$ cat config.mk
export PLATFORM = sky130hd
export DESIGN_NAME = izh_neuron_array_flat
export DESIGN_NICKNAME = d
export VERILOG_FILES = /design/src/rtl/izh_pkg.sv /design/src/rtl/izh_if.sv /design/src/rtl/izh_update.sv /design/src/rtl/izh_neuron_array.sv /design/src/flat_wrapper.sv
export SDC_FILE = /design/constraint.sdc
export NUM_CORES = 2
export LEC_CHECK = 0
export BUFFER_PORTS_ARGS = -buffer_cell sky130_fd_sc_hd__buf_4
export CAP_MARGIN = 20
export CORE_MARGIN = 2
export CORE_UTILIZATION = 45
export CTS_CLUSTER_DIAMETER = 50
export DETAILED_ROUTE_END_ITERATION = 8
export GPL_TIMING_DRIVEN = 0
export PLACE_DENSITY = 0.66
export SKIP_LAST_GASP = 1
export SLEW_MARGIN = 5
export SYNTH_ARGS = -nofsm -noshare
export SYNTH_HDL_FRONTEND = slang
export SYNTH_SLANG_ARGS = --single-unit
$ cat constraint.sdc
create_clock -name clk -period 13.8 [get_ports clk]
set_input_delay 1.38 -clock clk [delete_from_list [all_inputs] [get_ports clk]]
set_output_delay 1.38 -clock clk [all_outputs]
set_load 0.1 [all_outputs]
$ cat src/rtl/izh_pkg.sv
// Shared constants and FSM encoding for the time-multiplexed Izhikevich neuron array.
package izh_pkg;

  // Fixed-point terms of dv = 0.04*v^2 + 5v + 140 - u + I (0.04 ~= 41/1024)
  localparam int BIAS_INT  = 140;
  localparam int VSQ_COEF  = 41;
  localparam int VSQ_SHIFT = 10;

  localparam int DEF_V_PEAK  = 7680;    // 30.0
  localparam int DEF_C_RESET = -16640;  // -65.0
  localparam int DEF_D_INC   = 2048;    // 8.0
  localparam int DEF_V_INIT  = -16640;
  localparam int DEF_U_INIT  = -4160;

  localparam int GUARD_BITS   = 8;
  localparam int DRAIN_CYCLES = 3;

  typedef enum logic [1:0] {
    ST_IDLE,
    ST_RUN,
    ST_DRAIN,
    ST_DONE
  } state_t;

endpackage

$ cat src/rtl/izh_if.sv
// Step handshake, current fetch port and spike event port of the neuron array.
interface izh_if #(
  parameter int N_NEURONS = 16,
  parameter int WIDTH     = 32
);
  localparam int AW = $clog2(N_NEURONS);

  logic                    step_start;
  logic                    busy;
  logic                    done;
  logic [AW-1:0]           i_addr;
  logic signed [WIDTH-1:0] i_data;
  logic                    spike_valid;
  logic [AW-1:0]           spike_idx;

  modport master (
    input  step_start, i_data,
    output busy, done, i_addr, spike_valid, spike_idx
  );

  modport slave (
    output step_start, i_data,
    input  busy, done, i_addr, spike_valid, spike_idx
  );
endinterface

$ cat src/rtl/izh_update.sv
// Combinational stage-2 Euler update of one neuron: v/u update, spike decision and,
// when IZH_REFRACTORY_EN is defined, refractory gating of current and spikes.
module izh_update
  import izh_pkg::*;
#(
  parameter int WIDTH   = 32,
  parameter int FRAC    = 8,
  parameter int A_SHIFT = 6,
  parameter int B_SHIFT = 2,
  parameter int V_PEAK  = DEF_V_PEAK,
  parameter int C_RESET = DEF_C_RESET,
  parameter int D_INC   = DEF_D_INC
`ifdef IZH_REFRACTORY_EN
  , parameter int REFRACT_STEPS = 2
`endif
) (
  input  logic signed [WIDTH-1:0]            v,
  input  logic signed [WIDTH-1:0]            u,
  input  logic signed [WIDTH-1:0]            i_data,
  input  logic signed [WIDTH+GUARD_BITS-1:0] vsq,
`ifdef IZH_REFRACTORY_EN
  input  logic [$clog2(REFRACT_STEPS+1)-1:0] ref_cnt,
  output logic [$clog2(REFRACT_STEPS+1)-1:0] ref_cnt_new,
`endif
  output logic signed [WIDTH-1:0]            v_wb,
  output logic signed [WIDTH-1:0]            u_wb,
  output logic                               spike
);
  localparam int IW = WIDTH + GUARD_BITS;

  logic signed [IW-1:0] vx, ux, ix, v_new, u_new;
  logic                 refr;

  // NOTE: every signal below is assigned on every path through this block, so no latch is inferred.
  always_comb begin
    vx = IW'(v);
    ux = IW'(u);
`ifdef IZH_REFRACTORY_EN
    refr = (ref_cnt != '0);
`else
    refr = 1'b0;
`endif
    ix    = refr ? '0 : IW'(i_data);
    v_new = vx + vsq + IW'(5) * vx + (IW'(BIAS_INT) <<< FRAC) - ux + ix;
    u_new = ux + (((vx >>> B_SHIFT) - ux) >>> A_SHIFT);
    spike = !refr && (v_new >= IW'(V_PEAK));
    v_wb  = spike ? WIDTH'(C_RESET) : WIDTH'(v_new);
    u_wb  = spike ? WIDTH'(u_new + IW'(D_INC)) : WIDTH'(u_new);
`ifdef IZH_REFRACTORY_EN
    if (spike)     ref_cnt_new = ($clog2(REFRACT_STEPS+1))'(REFRACT_STEPS);
    else if (refr) ref_cnt_new = ref_cnt - 1'b1;
    else           ref_cnt_new = ref_cnt;
`endif
  end

endmodule

$ cat src/rtl/izh_neuron_array.sv
// Time-multiplexed Izhikevich neuron array: FSM, 3-stage update pipeline and per-neuron state.
// Optional refractory counters are built when IZH_REFRACTORY_EN is defined.
module izh_neuron_array
  import izh_pkg::*;
#(
  parameter int N_NEURONS = 16,
  parameter int WIDTH     = 32,
  parameter int FRAC      = 8,
  parameter int A_SHIFT   = 6,
  parameter int B_SHIFT   = 2,
  parameter int V_PEAK    = DEF_V_PEAK,
  parameter int C_RESET   = DEF_C_RESET,
  parameter int D_INC     = DEF_D_INC,
  parameter int V_INIT    = DEF_V_INIT,
  parameter int U_INIT    = DEF_U_INIT
`ifdef IZH_REFRACTORY_EN
  , parameter int REFRACT_STEPS = 2
`endif
) (
  input  logic clk,
  input  logic rst,
  izh_if.master bus
);
  localparam int AW = $clog2(N_NEURONS);
  localparam int IW = WIDTH + GUARD_BITS;

  state_t     state;
  logic [1:0] drain_cnt;

  logic signed [WIDTH-1:0] v_mem [N_NEURONS];
  logic signed [WIDTH-1:0] u_mem [N_NEURONS];

  logic                    s1_valid, s2_valid;
  logic [AW-1:0]           s1_idx, s2_idx;
  logic signed [WIDTH-1:0] s1_v, s1_u, s2_v, s2_u, s2_i;
  logic signed [IW-1:0]    s1_vx, vsq_c, s2_vsq;
  logic signed [WIDTH-1:0] v_wb, u_wb;
  logic                    spike;

`ifdef IZH_REFRACTORY_EN
  localparam int RW = $clog2(REFRACT_STEPS+1);
  logic [RW-1:0] r_mem [N_NEURONS];
  logic [RW-1:0] s1_r, s2_r, r_wb;
`endif

  // NOTE: sequential state uses non-blocking assignments so every register samples pre-edge values.
  always_ff @(posedge clk) begin
    if (!rst) begin
      state      <= ST_IDLE;
      drain_cnt  <= '0;
      bus.busy   <= 1'b0;
      bus.done   <= 1'b0;
      bus.i_addr <= '0;
    end else begin
      bus.done <= 1'b0;
      case (state)
        ST_IDLE, ST_DONE: begin
          if (bus.step_start) begin
            state      <= ST_RUN;
            bus.busy   <= 1'b1;
            bus.i_addr <= '0;
          end else begin
            state <= ST_IDLE;
          end
        end
        ST_RUN: begin
          if (bus.i_addr == AW'(N_NEURONS-1)) begin
            state     <= ST_DRAIN;
            drain_cnt <= '0;
          end else begin
            bus.i_addr <= bus.i_addr + 1'b1;
          end
        end
        ST_DRAIN: begin
          if (drain_cnt == 2'(DRAIN_CYCLES-1)) begin
            state    <= ST_DONE;
            bus.busy <= 1'b0;
            bus.done <= 1'b1;
          end else begin
            drain_cnt <= drain_cnt + 1'b1;
          end
        end
        default: state <= ST_IDLE;
      endcase
    end
  end

  assign s1_vx = IW'(s1_v);
  assign vsq_c = (s1_vx * s1_vx * IW'(VSQ_COEF)) >>> (VSQ_SHIFT + FRAC);

  // NOTE: the state arrays are flop-based and must come out of reset at V_INIT/U_INIT, so they are reset here.
  always_ff @(posedge clk) begin
    if (!rst) begin
      s1_valid        <= 1'b0;
      s2_valid        <= 1'b0;
      s1_idx          <= '0;
      s2_idx          <= '0;
      s1_v            <= '0;
      s1_u            <= '0;
      s2_v            <= '0;
      s2_u            <= '0;
      s2_i            <= '0;
      s2_vsq          <= '0;
      bus.spike_valid <= 1'b0;
      bus.spike_idx   <= '0;
      for (int k = 0; k < N_NEURONS; k++) begin
        v_mem[k] <= WIDTH'(V_INIT);
        u_mem[k] <= WIDTH'(U_INIT);
`ifdef IZH_REFRACTORY_EN
        r_mem[k] <= '0;
`endif
      end
`ifdef IZH_REFRACTORY_EN
      s1_r <= '0;
      s2_r <= '0;
`endif
    end else begin
      s1_valid <= (state == ST_RUN);
      s1_idx   <= bus.i_addr;
      s1_v     <= v_mem[bus.i_addr];
      s1_u     <= u_mem[bus.i_addr];
      s2_valid <= s1_valid;
      s2_idx   <= s1_idx;
      s2_v     <= s1_v;
      s2_u     <= s1_u;
      s2_vsq   <= vsq_c;
      s2_i     <= bus.i_data;
`ifdef IZH_REFRACTORY_EN
      s1_r <= r_mem[bus.i_addr];
      s2_r <= s1_r;
`endif
      bus.spike_valid <= s2_valid && spike;
      if (s2_valid && spike) bus.spike_idx <= s2_idx;
      if (s2_valid) begin
        v_mem[s2_idx] <= v_wb;
        u_mem[s2_idx] <= u_wb;
`ifdef IZH_REFRACTORY_EN
        r_mem[s2_idx] <= r_wb;
`endif
      end
    end
  end

  izh_update #(
    .WIDTH   (WIDTH),
    .FRAC    (FRAC),
    .A_SHIFT (A_SHIFT),
    .B_SHIFT (B_SHIFT),
    .V_PEAK  (V_PEAK),
    .C_RESET (C_RESET),
    .D_INC   (D_INC)
`ifdef IZH_REFRACTORY_EN
    , .REFRACT_STEPS (REFRACT_STEPS)
`endif
  ) u_update (
    .v           (s2_v),
    .u           (s2_u),
    .i_data      (s2_i),
    .vsq         (s2_vsq),
`ifdef IZH_REFRACTORY_EN
    .ref_cnt     (s2_r),
    .ref_cnt_new (r_wb),
`endif
    .v_wb        (v_wb),
    .u_wb        (u_wb),
    .spike       (spike)
  );

endmodule
$ cat src/flat_wrapper.sv
// flat-port wrapper written by rule: the top's interface ports become plain ports
module izh_neuron_array_flat import izh_pkg::*;
#(
  parameter int N_NEURONS = 16,
  parameter int WIDTH     = 32,
  parameter int FRAC      = 8,
  parameter int A_SHIFT   = 6,
  parameter int B_SHIFT   = 2,
  parameter int V_PEAK    = DEF_V_PEAK,
  parameter int C_RESET   = DEF_C_RESET,
  parameter int D_INC     = DEF_D_INC,
  parameter int V_INIT    = DEF_V_INIT,
  parameter int U_INIT    = DEF_U_INIT

)
  (clk, rst, bus_step_start, bus_i_data, bus_busy, bus_done, bus_i_addr, bus_spike_valid, bus_spike_idx);
  izh_if #(.N_NEURONS(N_NEURONS), .WIDTH(WIDTH)) bus_i ();
  input  logic clk;
  input  logic rst;
  input wire logic [$bits(bus_i.step_start)-1:0] bus_step_start;
  input wire logic [$bits(bus_i.i_data)-1:0] bus_i_data;
  output wire logic [$bits(bus_i.busy)-1:0] bus_busy;
  output wire logic [$bits(bus_i.done)-1:0] bus_done;
  output wire logic [$bits(bus_i.i_addr)-1:0] bus_i_addr;
  output wire logic [$bits(bus_i.spike_valid)-1:0] bus_spike_valid;
  output wire logic [$bits(bus_i.spike_idx)-1:0] bus_spike_idx;
  assign bus_i.step_start = bus_step_start;
  assign bus_i.i_data = bus_i_data;
  assign bus_busy = bus_i.busy;
  assign bus_done = bus_i.done;
  assign bus_i_addr = bus_i.i_addr;
  assign bus_spike_valid = bus_i.spike_valid;
  assign bus_spike_idx = bus_i.spike_idx;
  izh_neuron_array #(.N_NEURONS(N_NEURONS), .WIDTH(WIDTH), .FRAC(FRAC), .A_SHIFT(A_SHIFT), .B_SHIFT(B_SHIFT), .V_PEAK(V_PEAK), .C_RESET(C_RESET), .D_INC(D_INC), .V_INIT(V_INIT), .U_INIT(U_INIT)) u_core (.clk(clk), .rst(rst), .bus(bus_i));
endmodule
---- After elaboration in Yosys (flattened, before gate mapping) ----
Memory sizes are Yosys's and may differ from the RTL's. A register that Yosys moved wholly into a read port is not among the register bits.
Cells that the tools add are included.
word-level totals
  memory bits (writable) .................. 1024
  bits of input ports ..................... 35
  register bits after elaboration ......... 143
  logic and storage cells ................. 82
  memories ................................ 2
  output and inout bits ................... 11
operators by class
  multiplexer cells ....................... 26
  $mul .................................... 3
  add/sub/neg operators ................... 10
  reduce and logical (&&, ||, !) cells .... 15
  magnitude comparators ................... 1
  equality and inequality tests ........... 10
memory list
  name          depth  width  read ports  clocked after Yosys merged registers in  write ports  line                    RTL
  u_core.u_mem  16     32     1           1                                        16           izh_neuron_array.sv:31  logic signed [WIDTH-1:0] u_mem [N_NEURONS];
  u_core.v_mem  16     32     1           1                                        16           izh_neuron_array.sv:30  logic signed [WIDTH-1:0] v_mem [N_NEURONS];
operator list
  kind                                                   number
  2-to-1 mux 32 bit                                      4
  OR reduction 32 bit                                    2
  adder 40 x 17 -> 40 bit, second input constant         1
  adder 40 x 32 -> 40 bit                                1
  >= comparator 40 x 14 -> 1 bit, second input constant  1
  multiplier 32 x 32 -> 40 bit                           1
  multiplier 40 x 7 -> 40 bit, second input constant     1
  subtractor 40 x 32 -> 40 bit                           1
  adder 33 x 36 -> 37 bit                                1
  multiplier 4 x 32 -> 36 bit, first input constant      1
  adder 32 x 22 -> 33 bit                                1
  subtractor 30 x 32 -> 33 bit                           1
  adder 32 x 13 -> 32 bit, second input constant         1
  adder 32 x 27 -> 32 bit                                1
  2-to-1 mux 4 bit                                       4
  2-to-1 mux 1 bit                                       10
  AND reduction 3 bit                                    3
  2-to-1 mux 2 bit                                       4
  case mux 4 bit (2 select lines)                        1
  == test 2 bit, second input constant                   3
  != test 2 bit, second input constant                   3
  case mux 2 bit (3 select lines)                        1
  nonzero test 2 bit                                     3
  adder 4 x 1 -> 4 bit, second input constant            1
  11 further kinds                                       14

---- Longest topological paths before layout ----
  word-level depth ........................ 8
  depth in mapped cells ................... 44
  gate-level depth less buffers ........... 42

---- Hierarchy ----
Synthesis repeated with hierarchy kept, for this count alone.
second synthesis, totals
  cell total of the unflattened synthesis .. 7033
  area, all modules ....................... 85598.3 µm²
modules (own cells, without submodules)
  module            cells an instance  area each (µm²)  instances  sequential area each (µm²)
  izh_neuron_array  5668               74885.6          1          34893.5
  izh_update        1365               10712.8          1          0.0

---- Least setup slack after synthesis ----
Ideal clock, no wire load.
  path type ............................... reg-to-reg
  start ................................... reg u_core.s1_v[11] (read register of u_core.v_mem)
  end ..................................... reg, netlist name u_core.s2_vsq[21]
  buffers on the path ..................... 2
  arrival time ............................ 10.095 ns
  required time ........................... 13.735 ns
  cell stages (with the launch flop) ...... 41
  library setup time ...................... 0.065 ns
  slack ................................... 3.639 ns
  period minus slack after synthesis ...... 10.161 ns
  path through ............................ dfxtp_1 -> clkbuf_1 -> clkbuf_1 -> nand2_1 -> fa_1 -> inv_1 -> fa_1 -> fa_1 -> inv_1 -> fa_1 -> inv_1 -> fa_1 -> inv_1 -> fa_1 -> inv_1 -> fa_1 -> fa_1 -> ha_1 -> (+5 left out) -> and2_1 -> nor2_1 -> ha_1 -> ha_1 -> inv_1 -> fa_1 -> inv_1 -> ha_1 -> a21o_1 -> a21oi_1 -> or4b_2 -> nand4_1 -> a41oi_1 -> a21oi_1 -> o21bai_1 -> a21oi_1 -> xnor3_1 -> nor2b_1
on the way
  cells in the longest elaborated chain, start to end .. 2
ends and longest elaborated chain
  item                          line                    RTL
  start: declaration            izh_neuron_array.sv:35  logic signed [WIDTH-1:0] s1_v, s1_u, s2_v, s2_u, s2_i;
  multiplier 32 x 32 -> 40 bit  izh_neuron_array.sv:89  assign vsq_c = (s1_vx * s1_vx * IW'(VSQ_COEF)) >>> (VSQ_SHIFT + FRAC);
  multiplier 40 x 7 -> 40 bit   izh_neuron_array.sv:89
Every way passes these cells.
A chain may end at the register's enable or synchronous reset.

---- Worst setup path in the final report ----
  start ................................... reg u_core.s1_v[7] (read register of u_core.v_mem)
  end ..................................... reg, netlist name u_core.s2_vsq[21]
on the way
  cells in the longest elaborated chain, start to end .. 2
ends and longest elaborated chain
  item                          line
  multiplier 32 x 32 -> 40 bit  izh_neuron_array.sv:89
  multiplier 40 x 7 -> 40 bit   izh_neuron_array.sv:89
Every way passes these cells.

==> results.sh <==
export IMPL_status="complete, no violations"
export IMPL_syn_area_per_cell_um2=12.1
export IMPL_num_io_pins=46
export IMPL_syn_cell_area_mm2=0.0827
export IMPL_max_clock_path_buffers=3
export IMPL_ys_top_cells_by_area="edfxtp_1 (37%), fa_1 (17%), mux4_2 (8.7%)"
export IMPL_synth_edf_count=1024
export IMPL_worstMarginPinSlew_ps=1240
export IMPL_cts_tree="done"
export IMPL_insertion_delay_ps=760
export IMPL_grt_pass1_vias=56464
export IMPL_preCtsSetupSlack_ps=1520
export IMPL_drive_above_1_share_pct=11.2
export IMPL_postCtsSetupRepairBufs=0
export IMPL_fin_cells=9613
export IMPL_cp_required_ps=14490
export IMPL_clock_sinks=1231
export IMPL_synth_fp_nets=8070
export IMPL_post_route_min_period_ps=12430
export IMPL_start_util_pct=45.2
export IMPL_final_max_slew_viol_count=0
export IMPL_drc=0
export IMPL_tns_ps=0
export IMPL_rows=157
export IMPL_grt_setup_unrepaired="no"
export IMPL_synthCells=6814
export IMPL_cp_max_fo=10
export IMPL_antenna_found_initial=15
export IMPL_drtIter0Drc=5293
export IMPL_yosys_area_share_simple_pct=11.7
export IMPL_crit_path_start_kind="flop"
export IMPL_setup_viol=0
export IMPL_fp_dieH_um=433
export IMPL_clkTransAtPathRegs_ps=70
export IMPL_ys_seq_elements=1231
export IMPL_finalClockSkew_ps=29.1
export IMPL_setup_ws_ps=1370
export IMPL_root_buffer="clkbuf_16"
export IMPL_async_reset_ff_share_pct=0
export IMPL_post_cts_resized=0
export IMPL_die_w_um=433
export IMPL_worst_setup_path_type="flop to flop"
export IMPL_cpMaxStageDelayCell="clkbuf_1"
export IMPL_drt_total_wl_um=241000
export IMPL_synth_top_family_by_area="adder cells"
export IMPL_layout_common_cells="edfxtp_1 (1024), nand2_1 (1013), inv_1 (838), fa_1 (689), ha_1 (532)"
export IMPL_dp_hpwl_um=187000
export IMPL_first_pass_iters=7
export IMPL_viasPerCell=5.59
export IMPL_final_common_cell="edfxtp_1"
export IMPL_area_growth_pct=10.4
export IMPL_wl_per_cell_um=25.0
export IMPL_ant_nets=0
export IMPL_ys_types=90
export IMPL_synth_xor_area_share_pct=2.80
export IMPL_worst_path_buf_inv=8
export IMPL_core_area_mm2=0.183
export IMPL_synthAdderAreaFrac_pct=24.7
export IMPL_grt_pass1_wl_um=358000
export IMPL_port_buffer_count=45
export IMPL_cts_buffers_inserted=121
export IMPL_seq_area_frac_synth_pct=42.2
export IMPL_dieArea_mm2=0.187
export IMPL_timing_final_hold_violations=0
export IMPL_cap_violations=0
export IMPL_synth_compound_area_share_pct=4.33
export IMPL_critPathMaxStageDelay_ps=910
export IMPL_gp_congestion=0.973
export IMPL_nets=8297
export IMPL_muxShareOfSynthArea_pct=8.79
export IMPL_maxSlewHeadroom_pct=17.3
export IMPL_yosysTopAreaCell="edfxtp_1"
export IMPL_hp_class="flop to flop"
export IMPL_synth_main_ff_cell="edfxtp_1"
export IMPL_critPathMostFrequentCell="fa_1"
export IMPL_yosys_area_top_type_share_pct=37.2
export IMPL_ys_warnings_count=0
export IMPL_h_tree_depth=3
export IMPL_gr_total_overflow=0
export IMPL_holdBufCountCts=0
export IMPL_crit_family="adder cells"
export IMPL_worst_ep_arrival_time_ps=13130
export IMPL_fmax_mhz=80.4
export IMPL_grt_total_usage_pct=26.1
export IMPL_grt_max_degree=45
export IMPL_fin_crit_sh_pct=90.1
export IMPL_utilization_pct=49.9
export IMPL_critPathCaptureType="flop"
export IMPL_routed_via_count=53784
export IMPL_dpl_cell_count=9372
[path summary, 6_finish.rpt]
kind                                     start           endpoint  depth (start not counted)  slack [ps]
worst max-delay path            u_core.s1_v[7]  u_core.s2_vsq[21]                         40        1370
worst min-delay path            u_core.s1_u[4]     u_core.s2_u[4]                          1         430
worst max register to register  u_core.s1_v[7]  u_core.s2_vsq[21]                         40        1370
worst min register to register  u_core.s1_u[4]     u_core.s2_u[4]                          1         430
[flip-flops by register name, indices dropped and copies added, names as in the netlist]
| signal | cells |
|---|---|
| u_core.drain_cnt | 2 |
| u_core.bus.busy | 1 |
| u_core.s2_i | 32 |
| u_core.u_mem | 512 |
| u_core.s2_idx | 4 |
| u_core.state | 2 |
| u_core.bus.i_addr | 4 |
| u_core.s2_vsq | 22 |
| u_core.v_mem | 512 |
| u_core.s1_u | 32 |
| u_core.s2_u | 32 |
| u_core.s2_valid | 1 |
| u_core.s1_v | 32 |
| u_core.bus.spike_idx | 4 |
| u_core.s2_v | 32 |
| u_core.s1_idx | 4 |
| u_core.bus.done | 1 |
| u_core.bus.spike_valid | 1 |
| u_core.s1_valid | 1 |
[through the flow]
step | cell area (µm²) | hold WS [ps]
floorplan | 82700 | 412
global placement | 86100 | 416
detailed placement | 87100 | 420
CTS | 91200 | 423
global route | 91300 | 440
finish | 91300 | 425
[area by class of cell]
cell class,instances,area (µm²)
well taps,2464,3080
clock inverters,78,716
repair buffers,104,1320
clock buffers,152,3340
diodes,1,2.50
flip-flops and latches,1231,34900
multi-input cells,4422,43500
plain buffers,324,1330
inverters,837,3140
fillers,15841,91600
[routing by layer]
layer	part of all wire (%)	GRT usage [%]	vias up
li1	-	-	23457
met1	37	32.6	27342
met2	50	44.7	2468
met3	8.2	3.86	513
met4	5.2	12.3	4
met5	0.017	0	-
[cells in the mapped netlist, types with 7 or more instances]
master     number
nand2_1      1029
edfxtp_1     1024
inv_1         835
fa_1          689
ha_1          532
and2_1        451
nor2_1        332
mux4_2        320
clkbuf_1      238
dfxtp_1       207
xnor2_1       160
a21oi_1       144
a21o_1         82
o21ai_0        73
xor2_1         68
or2_2          44
nor3_1         43
buf_2          41
o21a_1         40
nand3_1        39
nor2b_1        33
and3_1         32
buf_1          31
a31oi_1        23
nand2b_1       23
a211oi_1       19
nand4_1        19
o21bai_1       19
a21oi_2        16
o211ai_1       14
buf_4          12
o31ai_1        11
o2111ai_1      10
nand2_2         9
a21boi_0        8
xor2_2          8
a211o_1         7
a221oi_1        7
and4_1          7
xnor2_2         7
[cells by family after synthesis]
logic type               after synthesis
AND/OR/NAND/NOR                     2096
flip-flops                          1231
adder cells (fa/ha/maj)             1221
buffers and inverters               1161
AO/OA/AOI/OAI                        532
multiplexers                         326
XOR/XNOR                             246
other                                  1
Power is not shown: default switching activity piles up to over one toggle a cycle in this logic, so the estimate is an artifact.
